<file path="src/rtl/hex_scan_pkg.sv">
// Shared constants and helpers for the multiplexed hex display scanners.
package hex_scan_pkg;

  localparam int unsigned DIGITS_DEFAULT = 4;
  localparam int unsigned DIV_DEFAULT    = 50000;
  localparam int unsigned DIV_SIM        = 4;
  localparam int unsigned MAX_DIGITS     = 8;

  // Active-low one-cold digit enable; callers cast down to their digit count.
  function automatic logic [MAX_DIGITS-1:0] one_cold(input int unsigned idx);
    return ~(MAX_DIGITS'(1) << idx);
  endfunction

endpackage

</file>
<file path="src/rtl/scan_prescaler.sv">
// Free-running prescaler: tick is high for one cycle out of every DIV.
module scan_prescaler
  import hex_scan_pkg::*;
#(
  parameter int unsigned DIV = DIV_DEFAULT
) (
  input  logic clk,
  input  logic reset,
  output logic tick
);

  localparam int unsigned CW = (DIV > 1) ? $clog2(DIV) : 1;

  logic [CW-1:0] cnt;

  assign tick = (cnt == CW'(DIV - 1));

  // Count 0..DIV-1 and restart on tick.
  always_ff @(posedge clk or posedge reset) begin
    if (reset)     cnt <= '0;
    else if (tick) cnt <= '0;
    else           cnt <= cnt + CW'(1);
  end

endmodule

</file>
<file path="src/rtl/hex_scan_driver.sv">
// Time-multiplexed hex display driver with frame-aligned value updates.
// Optional leading-zero blanking is enabled by defining HEX_SCAN_BLANK_EN.
module hex_scan_driver
  import hex_scan_pkg::*;
#(
  parameter int unsigned DIGITS = DIGITS_DEFAULT,
  parameter int unsigned DIV    = DIV_DEFAULT
) (
  input  logic                  clk,
  input  logic                  reset,
  input  logic                  load,
  input  logic [4*DIGITS-1:0]   value,
  output logic [3:0]            nibble,
  output logic [DIGITS-1:0]     digit_en,
  output logic                  blank,
  output logic                  frame
);

  localparam int unsigned IW = $clog2(DIGITS);

  logic                tick;
  logic                wrap;
  logic [IW-1:0]       idx;
  logic [4*DIGITS-1:0] hold;
  logic [4*DIGITS-1:0] disp;
  logic                pend;

  scan_prescaler #(.DIV(DIV)) u_prescaler (
    .clk   (clk),
    .reset (reset),
    .tick  (tick)
  );

  assign wrap = tick && (idx == IW'(DIGITS - 1));

  // Digit index advances on each tick and wraps explicitly at DIGITS-1.
  always_ff @(posedge clk or posedge reset) begin
    if (reset)     idx <= '0;
    else if (wrap) idx <= '0;
    else if (tick) idx <= idx + IW'(1);
  end

  // Capture on load; promote to the display only on wrap, a coincident load bypassing hold.
  always_ff @(posedge clk or posedge reset) begin
    if (reset) begin
      hold  <= '0;
      disp  <= '0;
      pend  <= 1'b0;
      frame <= 1'b0;
    end else begin
      frame <= wrap;
      if (load) hold <= value;
      if (wrap) begin
        pend <= 1'b0;
        if (load)      disp <= value;
        else if (pend) disp <= hold;
      end else if (load) begin
        pend <= 1'b1;
      end
    end
  end

  assign nibble   = disp[{idx, 2'b00} +: 4];
  assign digit_en = DIGITS'(one_cold(32'(idx)));

`ifdef HEX_SCAN_BLANK_EN
  logic upper_zero;

  // Blank a non-zero digit position when it and every higher digit are zero.
  always_comb begin
    upper_zero = 1'b1;
    for (int unsigned i = 0; i < DIGITS; i++) begin
      if ((i >= 32'(idx)) && (disp[4*i +: 4] != 4'h0)) upper_zero = 1'b0;
    end
    blank = (idx != '0) && upper_zero;
  end
`else
  assign blank = 1'b0;
`endif

endmodule
</file>
<file path="config.mk">
export PLATFORM = sky130hd
export DESIGN_NAME = hex_scan_driver
export DESIGN_NICKNAME = d
export VERILOG_FILES = /design/src/rtl/hex_scan_pkg.sv /design/src/rtl/scan_prescaler.sv /design/src/rtl/hex_scan_driver.sv
export SDC_FILE = /design/constraint.sdc
export NUM_CORES = 1
export LEC_CHECK = 0
export CORE_AREA = 4 4 81 83
export DETAILED_ROUTE_END_ITERATION = 6
export DIE_AREA = 0 0 85 87
export HOLD_SLACK_MARGIN = 0.02
export PLACE_DENSITY_LB_ADDON = 0.12
export SLEW_MARGIN = 5
export SYNTH_ARGS = -nofsm -noshare
export SYNTH_HDL_FRONTEND = slang
export SYNTH_SLANG_ARGS = --single-unit
export TNS_END_PERCENT = 30
</file>
<file path="constraint.sdc">
create_clock -name clk -period 2.6 [get_ports clk]
set_clock_uncertainty 0.05 [all_clocks]
set_input_delay 0.52 -clock clk [delete_from_list [all_inputs] [get_ports clk]]
set_output_delay 0.52 -clock clk [all_outputs]
set_load 0.1 [all_outputs]
</file>
==> qor.txt <==
crit path launch - u_prescaler.cnt[4]
M1 WL - 1.90 mm
Final Core Density - 0.473
Clock Tree Buf Depth - 2
worst-path maximum fanout - 16
initial antenna violation count - 0
total die area - 7400 µm²
Setup WS pre-CTS - 0.302 ns
I/O Buffers - 27
critical path cell sequence - or4bb_1, nor4_4, nor3b_4, buf_4, mux2_2
met3 routed WL - 200 µm
Fmax - 438 MHz
wirelength, routed - 4.02 mm
Die Span Y - 87 µm
minimum clock period - 2.28 ns
Area Overhead vs Synth - 21.5%
vias in the first global route - 1456
Initial DRT Pass Iterations - 4
antenna-violating nets left - 0
worst stage delay on the critical path - 0.57 ns
status - finished clean
Final period util - 0.879
Row Count - 28
Vias/cell - 4.88
Setup crit start kind - flip-flop
H-Tree Depth - 2
register area - 1300 µm²
largest net degree at the start of global routing - 53
Critical-path top delay cell - or4bb_1
Fin. Hold Viols - 0
synthesized area per cell - 13.5 µm²
Die Wd - 85 µm
Post-Syn Instances - 169
GP Congestion - 0.803
setup TNS - 0 ns
clock root buffer - clkbuf_8
Final Setup Violations - 0
Top Layer Used - met4
leakage power - 1.24 nW
TritonCTS Sinks - 52
sequential share of the synthesized area - 0.571
cell area power density - 499 nW/µm²
fin nets - 225
kind of cell adding the most delay to the critical path - simple AND/OR/NAND/NOR gates
CP Buf/Inv Count - 1
area of the multi-input gates - 916 µm²
DRC viols - 0
number of diodes - 0
1st-iter DRT viols - 67
Min-Delay Path Class - reg2reg
count of cell types in the netlist - 28
CORE AREA - 5850 µm²
Critical R2R Launch - u_prescaler.cnt[4]
post-synthesis sequential element count - 52
Worst EP arrival - 2.42 ns
Max-Cap Viols - 0
Max IR drop VDD - 266 µV
vias - 1353
total grt overflow - 0
CTS hold repair buffers - 0
Initial Util - 0.389
hold wc startpoint - u_prescaler.cnt[15]
worst setup path category - reg2reg
first-pass GRT wire length - 6.96 mm
Max Slew Vio Count - 0
I/O Pins - 29
Clock Pin Slew Worst Setup and Hold Paths - 0.09 ns
cts repair resizes - 0
syn nets - 193
worst skew pair latency - 0.30 ns
All-Layer GR Usage - 0.119
Crit. End Element - flip-flop
RSZ-0062 raised after global routing - false
# fillers - 507
Design Power - 1.38 mW
routed wl met2 - 1.87 mm
dpl hpwl - 2.91 mm
PnR worst setup slack - 0.315 ns
Post-CTS Setup Inserts - 0
Post-Syn Area - 2280 µm²
CTS tree - yes
WP data required - 2.73 ns
post-DR wirelength/cell - 14.5 µm
share of cells above drive strength 1 - 0.243
YS warnings - 0
TritonCTS buffer count - 5
synth_stat cells (all sizes together):
cell / instances / area, µm²
nor2b: 1 / 6.26
buf: 2 / 18.8
nand3: 10 / 50.1
or4b: 1 / 10.0
xor2: 7 / 61.3
nor4: 2 / 27.5
nand2: 7 / 26.3
ha: 5 / 62.6
dfrtp: 52 / 1300
nand2b: 1 / 6.26
nor2: 13 / 48.8
nor3: 3 / 15.0
o21ai: 2 / 10.0
nand4: 3 / 18.8
or4bb: 2 / 22.5
clkbuf: 4 / 15.0
xnor2: 6 / 52.6
mux2: 32 / 360
and4: 1 / 8.76
conb: 1 / 3.75
and2: 1 / 6.26
mux2i: 1 / 10.0
mux4: 4 / 90.1
inv: 7 / 26.3
nor3b: 1 / 18.8
power by group:
part,switching (mW),total [mW],internal (mW)
registers,0.00536,0.838,0.832
logic,0.0431,0.0936,0.0505
clock network,0.257,0.449,0.192
state kept, by name (all words and copies together) (netlist names):
| register | count |
|---|---|
| disp | 16 |
| hold | 16 |
| u_prescaler.cnt | 16 |
| idx | 2 |
| frame | 1 |
| pend | 1 |
layer usage:
layer / vias to the layer above / global-route usage
li1: 639 / -
met1: 674 / 0.158
met2: 34 / 0.189
met3: 6 / 0.0360
met4: 0 / 0.0374
met5: - / 0
logic make-up (layout without fill, tap and decap cells):
logic type / Yosys count / count (layout) / synth area share
xor+xnor: 13 / 13 / 0.0500
other cells: 1 / 1 / 0.00165
fa+ha+maj: 5 / 5 / 0.0275
buf+inv: 13 / 46 / 0.0264
flops: 52 / 52 / 0.571
compound gates: 2 / 2 / 0.00440
mux: 37 / 37 / 0.202
simple gates: 46 / 46 / 0.116
metrics by stage:
step                area (µm²)  hold WS (ns)  instances
floorplan                 2280         0.388        169
global placement          2680         0.415        269
detailed placement        2680         0.424        269
CTS                       2770         0.439        277
global route              2770         0.460        277
finish                    2770         0.431        277
area by class of cell:
| type | count | area share |
|---|---|---|
| Sequential cell | 52 | 0.470 |
| Multi-Input combinational cell | 104 | 0.331 |
| Timing Repair Buffer | 31 | 0.123 |
| Tap cell | 75 | 0.0339 |
| Clock buffer | 6 | 0.0262 |
| Inverter | 7 | 0.00950 |
| Clock inverter | 2 | 0.00588 |
worst register-to-register path, delay by kind of cell (launching register included):
kind,cells,cell delay (ns)
buffers and inverters,1,0.25
flip-flops,1,0.43
multiplexers,1,0.37
AND/OR/NAND/NOR,3,1.06
cells in the final DEF, fill, tap and decap left out, types with 2 or more instances in the layout:
cell type	count
ha_1	5
clkbuf_8	5
buf_12	5
buf_4	8
xnor2_1	6
mux2_2	22
dfrtp_1	52
mux2_1	10
xor2_1	7
inv_1	6
nor2_1	13
clkdlybuf4s50_1	18
nor3_1	3
nand4_1	3
o21ai_0	2
nand2_1	7
mux4_2	4
nand3_1	10
or4bb_1	2
path summary, 6_finish.rpt:
kind,end,slack [ns],cells past startpoint
worst max-delay path,disp[3],0.32,5
worst min-delay path,u_prescaler.cnt[15],0.43,1
worst max register to register,disp[3],0.32,5
worst min register to register,u_prescaler.cnt[15],0.43,1
max in group asynchronous,hold[15],1.75,3
min in group asynchronous,u_prescaler.cnt[15],0.52,3
Power figures use the tool's default switching activity.
